[src/rtl/fft_stage_sequencer_if.sv]
// Host/datapath bundle for the FFT stage sequencer: host start/abort/ack in,
// butterfly control (count, count_reg, flag), stage select/strobes and done out.
interface fft_stage_sequencer_if #(
    parameter int NUM_STAGES = 5,
    parameter int CNT_W      = 3
);
    logic                  start;
    logic                  abort;
    logic                  ack;
    logic                  busy;
    logic                  load_en;
    logic [CNT_W-1:0]      count;
    logic [CNT_W-1:0]      count_reg;
    logic                  flag;
    logic [2:0]            stage_sel;
    logic [NUM_STAGES-1:0] stage_en;
    logic                  done;

    modport master (
        output start, abort, ack,
        input  busy, load_en, count, count_reg, flag, stage_sel, stage_en, done
    );

    modport slave (
        input  start, abort, ack,
        output busy, load_en, count, count_reg, flag, stage_sel, stage_en, done
    );
endinterface

[src/rtl/fft_stage_sequencer.sv]
// Purpose: sequences LOAD -> (MAC x MAC_CYCLES, WB) per stage -> DONE for a radix-2 FFT.
// Latency: load_en 1 cycle after start, done 2+NUM_STAGES*(MAC_CYCLES+1) cycles after start.
// Backpressure: start ignored while busy; done held until ack; abort cancels at once.
module fft_stage_sequencer #(
    parameter int NUM_STAGES = 5,
    parameter int MAC_CYCLES = 4,
    parameter int CNT_W      = 3
) (
    input  logic                  clk_MAC,
    input  logic                  rst,
    fft_stage_sequencer_if.slave  bus
);
    typedef enum logic [2:0] {
        S_IDLE,
        S_LOAD,
        S_MAC,
        S_WB,
        S_DONE
    } state_t;

    localparam logic [CNT_W-1:0] LAST_CNT   = CNT_W'(MAC_CYCLES - 1);
    localparam logic [2:0]       LAST_STAGE = 3'(NUM_STAGES - 1);

    state_t                state_q, state_d;
    logic [CNT_W-1:0]      count_q, count_d;
    logic [CNT_W-1:0]      count_reg_q, count_reg_d;
    logic [2:0]            stage_q, stage_d;
    logic                  busy_q, busy_d;
    logic                  load_en_q, load_en_d;
    logic                  flag_q, flag_d;
    logic [NUM_STAGES-1:0] stage_en_q, stage_en_d;
    logic                  done_q, done_d;

    always_comb begin
        state_d     = state_q;
        count_d     = '0;
        stage_d     = stage_q;
        count_reg_d = count_q;

        case (state_q)
            S_IDLE: begin
                stage_d = '0;
                if (bus.start && !bus.abort) begin
                    state_d = S_LOAD;
                end
            end
            S_LOAD: begin
                stage_d = '0;
                state_d = S_MAC;
            end
            S_MAC: begin
                if (count_q == LAST_CNT) begin
                    state_d = S_WB;
                end else begin
                    count_d = count_q + CNT_W'(1);
                end
            end
            S_WB: begin
                if (stage_q == LAST_STAGE) begin
                    state_d = S_DONE;
                end else begin
                    stage_d = stage_q + 3'd1;
                    state_d = S_MAC;
                end
            end
            S_DONE: begin
                if (bus.ack) begin
                    state_d = S_IDLE;
                    stage_d = '0;
                end
            end
            default: begin
                state_d = S_IDLE;
                stage_d = '0;
            end
        endcase

        // Abort overrides the whole transition, so no WB/flag pulse can escape.
        if (bus.abort && state_q != S_IDLE) begin
            state_d = S_IDLE;
            count_d = '0;
            stage_d = '0;
        end

        // Moore outputs are decoded from the next state and registered.
        busy_d    = (state_d != S_IDLE);
        load_en_d = (state_d == S_LOAD);
        flag_d    = (state_d == S_MAC) && (count_d == LAST_CNT);
        done_d    = (state_d == S_DONE);
        for (int i = 0; i < NUM_STAGES; i++) begin
            stage_en_d[i] = (state_d == S_WB) && (stage_d == 3'(i));
        end
    end

    always_ff @(posedge clk_MAC or negedge rst) begin
        if (!rst) begin
            state_q     <= S_IDLE;
            count_q     <= '0;
            count_reg_q <= '0;
            stage_q     <= '0;
            busy_q      <= 1'b0;
            load_en_q   <= 1'b0;
            flag_q      <= 1'b0;
            stage_en_q  <= '0;
            done_q      <= 1'b0;
        end else begin
            state_q     <= state_d;
            count_q     <= count_d;
            count_reg_q <= count_reg_d;
            stage_q     <= stage_d;
            busy_q      <= busy_d;
            load_en_q   <= load_en_d;
            flag_q      <= flag_d;
            stage_en_q  <= stage_en_d;
            done_q      <= done_d;
        end
    end

    assign bus.busy      = busy_q;
    assign bus.load_en   = load_en_q;
    assign bus.count     = count_q;
    assign bus.count_reg = count_reg_q;
    assign bus.flag      = flag_q;
    assign bus.stage_sel = stage_q;
    assign bus.stage_en  = stage_en_q;
    assign bus.done      = done_q;
endmodule

[src/flat_wrapper.sv]
// flat-port wrapper written by rule: the top's interface ports become plain ports
module fft_stage_sequencer_flat 
#(
    parameter int NUM_STAGES = 5,
    parameter int MAC_CYCLES = 4,
    parameter int CNT_W      = 3
)
  (clk_MAC, rst, bus_start, bus_abort, bus_ack, bus_busy, bus_load_en, bus_count, bus_count_reg, bus_flag, bus_stage_sel, bus_stage_en, bus_done);
  fft_stage_sequencer_if #(.NUM_STAGES(NUM_STAGES), .CNT_W(CNT_W)) bus_i ();
  input  logic clk_MAC;
  input  logic rst;
  input wire logic [$bits(bus_i.start)-1:0] bus_start;
  input wire logic [$bits(bus_i.abort)-1:0] bus_abort;
  input wire logic [$bits(bus_i.ack)-1:0] bus_ack;
  output wire logic [$bits(bus_i.busy)-1:0] bus_busy;
  output wire logic [$bits(bus_i.load_en)-1:0] bus_load_en;
  output wire logic [$bits(bus_i.count)-1:0] bus_count;
  output wire logic [$bits(bus_i.count_reg)-1:0] bus_count_reg;
  output wire logic [$bits(bus_i.flag)-1:0] bus_flag;
  output wire logic [$bits(bus_i.stage_sel)-1:0] bus_stage_sel;
  output wire logic [$bits(bus_i.stage_en)-1:0] bus_stage_en;
  output wire logic [$bits(bus_i.done)-1:0] bus_done;
  assign bus_i.start = bus_start;
  assign bus_i.abort = bus_abort;
  assign bus_i.ack = bus_ack;
  assign bus_busy = bus_i.busy;
  assign bus_load_en = bus_i.load_en;
  assign bus_count = bus_i.count;
  assign bus_count_reg = bus_i.count_reg;
  assign bus_flag = bus_i.flag;
  assign bus_stage_sel = bus_i.stage_sel;
  assign bus_stage_en = bus_i.stage_en;
  assign bus_done = bus_i.done;
  fft_stage_sequencer #(.NUM_STAGES(NUM_STAGES), .MAC_CYCLES(MAC_CYCLES), .CNT_W(CNT_W)) u_core (.clk_MAC(clk_MAC), .rst(rst), .bus(bus_i));
endmodule
[config.mk]
export PLATFORM = sky130hd
export DESIGN_NAME = fft_stage_sequencer_flat
export DESIGN_NICKNAME = d
export VERILOG_FILES = /design/src/rtl/fft_stage_sequencer_if.sv /design/src/rtl/fft_stage_sequencer.sv /design/src/flat_wrapper.sv
export SDC_FILE = /design/constraint.sdc
export NUM_CORES = 1
export LEC_CHECK = 0
export CORE_UTILIZATION = 45
export CTS_BUF_LIST = sky130_fd_sc_hd__clkbuf_16
export CTS_CLUSTER_SIZE = 40
export DETAILED_ROUTE_END_ITERATION = 8
export PLACE_DENSITY_LB_ADDON = 0.3
export SLEW_MARGIN = 20
export SYNTH_ARGS = -nofsm -noshare
export SYNTH_HDL_FRONTEND = slang
export SYNTH_SLANG_ARGS = --single-unit
export TNS_END_PERCENT = 50
[constraint.sdc]
create_clock -name clk_MAC -period 3.2 [get_ports clk_MAC]
set_clock_uncertainty 0.2 [all_clocks]
set_input_delay 0.64 -clock clk_MAC [delete_from_list [all_inputs] [get_ports clk_MAC]]
set_output_delay 0.64 -clock clk_MAC [all_outputs]
set_load 0.005 [all_outputs]
==> results.md, run 1 <==
* Post-route cell area at 0.001259 mm²
* Die W at 47.76 µm
* Crit path max fanout at 4
* Post-synth cell types at 32
* PostCTS Resize Cnt at 0
* Largest net degree at the start of global routing at 22
* Remaining antenna violation count at 0
* Wire length of the first global-routing pass at 2780 µm
* Nets at 106
* Hold depth at 0
* Worst hold path class: flop to flop
* FMAX at 448.6 MHz
* Yosys reg bits at 21
* Crit path capture: u_core.bus.stage_en[4]$_DFF_PN0_
* # DRC at 0
* Post-Syn Area at 942.2 µm²
* Compound-Gate Fraction of Synth Area at 12.35%
* Vias post-DR at 647
* Die Y-Extent at 47.76 µm
* Critical path class: input port to flop
* Num rows at 16
* Endpoint class of the critical path: flop
* Vias in the first global route at 622
* Endpoints failing setup at 0
* Final Max Tran Viols at 0
* CP arrival at 2170 ps
* Run status: complete, no violations
* Area grow syn2layout at 33.60%
* N_diodes at 0
* Area post-placement at 0.001180 mm²
* 1st-iter DRT viols at 11
* CTS sink cnt at 21
* Gr ovfl total at 0
* Yosys warns at 0
* Slew headroom at 41.08%
* Static leakage at 0.5432 nW
* Least-Margin Pin Slew at 881.1 ps
* P per Cell Area at 443.5 mW/mm²
* XOR/XNOR Fraction of Synth Area at 0%
* Simple logic cell fraction of the synthesized area at 24.97%
* Final setup TNS at 0 ps
* Initial Util at 48.02%
* Main flop type after synthesis: dfrtp_1
* Pre-antenna DRT Iters at 3
* R2r worst-path depth at 4
* Routed WL at 1777 µm
* I/O pins at 23
* HPWL Detailed at 1333 µm
* Clock transition at the registers of the reported paths at 50 ps
* Largest family of logic cells by synthesized area: simple AND/OR/NAND/NOR gates
* Full die area at 0.002281 mm²
* Gpl congestion at 0.8198
* Asr flop ratio synth at 100.0%
* Routed len/inst at 14.33 µm
* H-Tree Depth at 1
* Post-Synth Adder-Cell Area at 3.984%
* CTS Hold Bufs at 0
* Max reg flops at 6
* Fraction of layout cells with a size suffix above 1 at 15.46%
* Period utilisation layout at 69.66%
* Core region area at 0.001962 mm²
* Port Buffer Count at 22
* Multiplexer share of the synthesized area at 0%
* RR Endpoint: u_core.bus.stage_en[3]$_DFF_PN0_
* Worst vdd ir at 301.6 µV
* # Max-Cap Violations at 0
* Post-synth EDFFs at 0
* TritonCTS clock tree: built
* Seq/Total Area, Yosys at 55.78%
* Post-CTS setup buffers at 0
* Syn_area_per_cell at 12.91 µm²
* CTS buffer count at 3
* Share of the synthesized area in the top cell type at 55.78%
* Top post-synthesis cells by area: dfrtp_1, nor4b_2, ha_1, nor3b_2, a31oi_4
* Reg2reg start: u_core.state_q[1]$_DFF_PN0_
* CTS max path bufs at 2
* FF-to-FF setup slack at 1150 ps
* Syn nets at 81
* Post-synth top area cell: dfrtp_1
* Final Hold Vio Count at 0
* CP Launch Type: input port
* Clk_lat worst skew at 240 ps
* RSZ-0062 raised after global routing: false
* Cells after Synth at 73
* Tot GR Track Use at 17.80%
* Initial antenna violation count at 0
* Clock root buffer: clkbuf_16
* Post-DR vias/cell at 5.218
* Critical path required time at 3140 ps
* Minimum clock period at 2229 ps
* Crit path launch: bus_ack
[power breakdown]
part	switching, mW	internal, mW	leakage [nW]	total [mW]
combinational	0.0168	0.0161	0.211	0.0330
sequential	0.00571	0.271	0.290	0.277
clock	0.0828	0.166	0.0423	0.249
[metrics by stage]
stage               hold slack, ps  setup slack [ps]  instances  power [mW]  util (%)
detailed placement           222.4             749.1        120      0.3148     60.14
global route                 247.2             818.9        124      0.5784     64.16
global placement             201.9             772.4        120      0.3137     60.14
CTS                          239.2             962.7        124      0.5647     64.16
finish                       231.0             971.0        124      0.5582     64.16
floorplan                    144.4              1379         73      0.2958         -
[cell usage in the layout (no fill, tap or decap), types with 3 or more instances in the layout]
| master | n |
|---|---|
| clkdlybuf4s50_1 | 22 |
| clkbuf_16 | 3 |
| nor2_1 | 5 |
| and2_1 | 3 |
| nand3_1 | 3 |
| ha_1 | 3 |
| nor2b_1 | 3 |
| nor4b_2 | 3 |
| dfrtp_1 | 21 |
| inv_1 | 4 |
[worst min path at each step]
stage	slack [ps]	to	start
after floorplan	140	u_core.bus.busy$_DFF_PN0_	rst
after global placement	200	u_core.bus.count_reg[1]$_DFF_PN0_	u_core.bus.count[1]$_DFF_PN0_
after detailed placement	220	u_core.bus.count_reg[2]$_DFF_PN0_	u_core.bus.count[2]$_DFF_PN0_
after CTS	240	u_core.bus.count_reg[1]$_DFF_PN0_	u_core.bus.count[1]$_DFF_PN0_
after global routing	250	u_core.bus.count_reg[1]$_DFF_PN0_	u_core.bus.count[1]$_DFF_PN0_
final	230	u_core.bus.count_reg[2]$_DFF_PN0_	u_core.bus.count[2]$_DFF_PN0_
[critical path, cell delays in order]
cell             delay, ps
clkdlybuf4s50_1        410
nor4b_2                480
a21oi_1                150
nor3_2                 220
nor4b_2                260
[cells by family after synthesis]
| family | count (synthesis) |
|---|---|
| and+or+nand+nor | 31 |
| adders and majority gates | 3 |
| AOI/OAI and AO/OA | 13 |
| DFF | 21 |
| buffers and inverters | 5 |
[cells in the mapped netlist (2+ instances only)]
| cell | count |
|---|---|
| dfrtp_1 | 21 |
| nor2_1 | 5 |
| and2_1 | 3 |
| ha_1 | 3 |
| inv_1 | 3 |
| nand3_1 | 3 |
| nor2b_1 | 3 |
| nor4b_2 | 3 |
| a21oi_1 | 2 |
| a41oi_1 | 2 |
| nand2_1 | 2 |
| nor3b_1 | 2 |
| nor3b_2 | 2 |
[per-layer routing]
| metal | wire [µm] | GRT usage, % |
|---|---|---|
| met1 | 767 | 20.96 |
| met2 | 908 | 32.43 |
| met3 | 89 | 3.396 |
| met4 | 11 | 5.556 |
| met5 | 0 | 0 |
[area by class of cell]
type | count | area [µm²]
Inverter | 3 | 11.26
Tap cell | 27 | 33.78
Timing Repair Buffer | 22 | 220.2
Fill cell | 174 | 703.2
Sequential cell | 21 | 525.5
Multi-Input combinational cell | 47 | 389.1
Clock buffer | 3 | 75.07
Clock inverter | 1 | 3.754
Note: power is estimated with default switching activity, not from simulation.
==> run 2, diff against run 1 <==
--- a/config.mk
+++ b/config.mk
@@ -5,7 +5,8 @@
 export SDC_FILE = /design/constraint.sdc
 export NUM_CORES = 1
 export LEC_CHECK = 0
-export CORE_UTILIZATION = 45
+export CORE_ASPECT_RATIO = 0.6
+export CORE_UTILIZATION = 43
 export CTS_BUF_LIST = sky130_fd_sc_hd__clkbuf_16
 export CTS_CLUSTER_SIZE = 40
 export DETAILED_ROUTE_END_ITERATION = 8
==> constraint.sdc (replaced) <==
create_clock -name clk_MAC -period 2.05 [get_ports clk_MAC]
set_clock_uncertainty 0.2 [all_clocks]
set_input_delay 0.41 -clock clk_MAC [delete_from_list [all_inputs] [get_ports clk_MAC]]
set_output_delay 0.41 -clock clk_MAC [all_outputs]
set_load 0.005 [all_outputs]
==> results.md, run 2 (same netlist as run 1, synthesis figures left out) <==
* Area grow syn2layout at 38.11% (was 33.60%)
* Worst vdd ir at 538.4 µV (was 301.6 µV)
* FF-to-FF setup slack at 150 ps (was 1150 ps)
* Core region area at 0.001952 mm² (was 0.001962 mm²)
* Initial Util at 48.27% (was 48.02%)
* 1st-iter DRT viols at 27 (was 11)
* # DRC at 0 (unchanged)
* Hold depth at 0 (unchanged)
* N_diodes at 0 (unchanged)
* Tot GR Track Use at 17.45% (was 17.80%)
* Run status: complete, no violations (unchanged)
* Multi-input logic area at 400.4 µm² (was 389.1 µm²)
* CTS max path bufs at 2 (unchanged)
* Full die area at 0.002388 mm² (was 0.002281 mm²)
* Static leakage at 0.5643 nW (was 0.5432 nW)
* CP Launch Type: flop (was input port)
* Gpl congestion at 0.7803 (was 0.8198)
* CTS sink cnt at 21 (unchanged)
* Vias in the first global route at 603 (was 622)
* HPWL Detailed at 1287 µm (was 1333 µm)
* P per Cell Area at 680.1 mW/mm² (was 443.5 mW/mm²)
* R2r worst-path depth at 6 (was 4)
* Least-Margin Pin Slew at 382.8 ps (was 881.1 ps)
* Reg area at 525.5 µm² (unchanged)
* TritonCTS clock tree: built (unchanged)
* RR Endpoint: u_core.bus.stage_en[4]$_DFF_PN0_ (was u_core.bus.stage_en[3]$_DFF_PN0_)
* Pre-antenna DRT Iters at 4 (was 3)
* Clock root buffer: clkbuf_16 (unchanged)
* Worst hold path class: flop to flop (unchanged)
* Filler cell count in the final layout at 149 (was 174)
* Routed WL at 1734 µm (was 1777 µm)
* I/O pins at 23 (unchanged)
* Die W at 62.43 µm (was 47.76 µm)
* Post-DR vias/cell at 4.992 (was 5.218)
* # Max-Cap Violations at 0 (unchanged)
* Critical path required time at 2010 ps (was 3140 ps)
* Hold_sp: u_core.bus.count[1]$_DFF_PN0_ (was u_core.bus.count[2]$_DFF_PN0_)
* Period utilisation layout at 92.72%
* Clk_lat worst skew at 250 ps (was 240 ps)
* Final Max Tran Viols at 0 (unchanged)
* Crit path launch: u_core.bus.stage_sel[0]$_DFF_PN0_ (was bus_ack)
* Wire length of the first global-routing pass at 2904 µm (was 2780 µm)
* CTS buffer count at 3 (unchanged)
* Critical path's slowest cell: dfrtp_1 (was nor4b_2)
* Post-CTS setup buffers at 0 (unchanged)
* CP arrival at 1860 ps (was 2170 ps)
* Critical path class: flop to flop (was input port to flop)
* Most frequent cells in the layout: clkdlybuf4s50_1, dfrtp_1, nor2_1 (unchanged)
* Minimum clock period at 1901 ps
* Worst Hold Slack at 213.0 ps (was 231.0 ps)
* Non-Filler Instances at 129 (was 124)
* Routed len/inst at 13.44 µm (was 14.33 µm)
* Endpoints failing setup at 0 (unchanged)
* Largest net degree at the start of global routing at 22 (unchanged)
* Crit path max fanout at 6 (was 4)
* Gr ovfl total at 0 (unchanged)
* Final Hold Vio Count at 0 (unchanged)
* Die Y-Extent at 38.26 µm (was 47.76 µm)
* Max reg flops at 6 (unchanged)
* Initial antenna violation count at 0 (unchanged)
* Remaining antenna violation count at 0 (unchanged)
* FMAX at 526.1 MHz
* Clock transition at the registers of the reported paths at 50 ps (about the same)
* Placed Cells at 125 (was 120)
* Hold Path End: u_core.bus.count_reg[1]$_DFF_PN0_ (was u_core.bus.count_reg[2]$_DFF_PN0_)
* Vias post-DR at 644 (was 647)
* Slowest stage delay, CP at 390 ps (was 480 ps)
* Cells along the critical path: inv_1 -> ha_1 -> a21bo_1 -> a211oi_2 -> nor3_4 -> nor4b_2 (was clkdlybuf4s50_1 -> nor4b_2 -> a21oi_1 -> nor3_2 -> nor4b_2)
* RSZ-0062 raised after global routing: false (unchanged)
* Nets at 110 (was 106)
* Fraction of layout cells with a size suffix above 1 at 19.80% (was 15.46%)
* Reg2reg start: u_core.bus.stage_sel[0]$_DFF_PN0_ (was u_core.state_q[1]$_DFF_PN0_)
* Most common cell after layout, fill and taps aside: clkdlybuf4s50_1 (unchanged)
* Slew headroom at 74.48% (was 41.08%)
* Num rows at 12 (was 16)
* H-Tree Depth at 1 (unchanged)
* Endpoint class of the critical path: flop (unchanged)
* Port Buffer Count at 22 (unchanged)
run 2: cell types whose count changed in the layout (fill, tap and decap cells not counted), sizes merged:
cell,change
buf,+4
run 2: worst max path at each step:
stage | to | slack (ps) | cells past startpoint
after global placement | u_core.bus.stage_en[2]$_DFF_PN0_ | -150 | 5
after CTS | u_core.bus.stage_en[1]$_DFF_PN0_ | 30 | 4
after detailed placement | u_core.bus.stage_en[2]$_DFF_PN0_ | -190 | 5
final | u_core.bus.stage_en[4]$_DFF_PN0_ | 150 | 6
after floorplan | u_core.bus.stage_en[4]$_DFF_PN0_ | 260 | 6
after global routing | u_core.bus.stage_en[2]$_DFF_PN0_ | 2 | 6
run 2: timing repair:
item | CTS | global route
resized for setup | 0 | 2
hold buffers | 0 | 0
endpoints found under the setup margin | 0 | 6
run 2: area by class of cell:
class	instances	area share, %
sequential	21	40.38
multi-input combinational	47	30.77
timing repair buffer	26	19.23
clock buffer	3	5.769
tap	28	2.692
inverter	3	0.8654
clock inverter	1	0.2885
run 2: power breakdown:
part | switching (mW) | leakage, nW | internal (mW)
Clock | 0.137 | 0.0423 | 0.259
Sequential | 0.00957 | 0.290 | 0.423
Combinational | 0.0272 | 0.232 | 0.0291
Total | 0.174 | 0.564 | 0.711
run 2: critical path: cells and delay by family (launching register included):
kind            cells  cell delay [ps]
compound gates      2              520
flops               1              390
simple gates        2              360
fa+ha+maj           1              250
buf+inv             1               90
run 2: per-stage QoR:
stage / util [%] / area, µm² / setup slack, ps / TNS, ps / total power, mW
3_3_place_gp: 62.05 / 1211 / -153.7 / -690.4 / 0.4938
5_1_grt: 66.67 / 1301 / 1.911 / 0 / 0.9190
6_report: 66.67 / 1301 / 149.2 / 0 / 0.8850
4_1_cts: 66.09 / 1290 / 32.24 / 0 / 0.8908
2_1_floorplan: - / 942.2 / 263.4 / 0 / 0.4617
3_5_place_dp: 62.05 / 1211 / -191.0 / -866.0 / 0.4948
run 2: layer usage:
layer / part of all wire, % / track usage [%] / wire length, µm / up-vias
li1: - / - / - / 319
met4: 0.81 / 7.558 / 14 / 0
met5: 0 / 0 / 0 / -
met3: 8.0 / 8.929 / 139 / 2
met1: 47 / 22.41 / 813 / 306
met2: 44 / 24.73 / 766 / 17
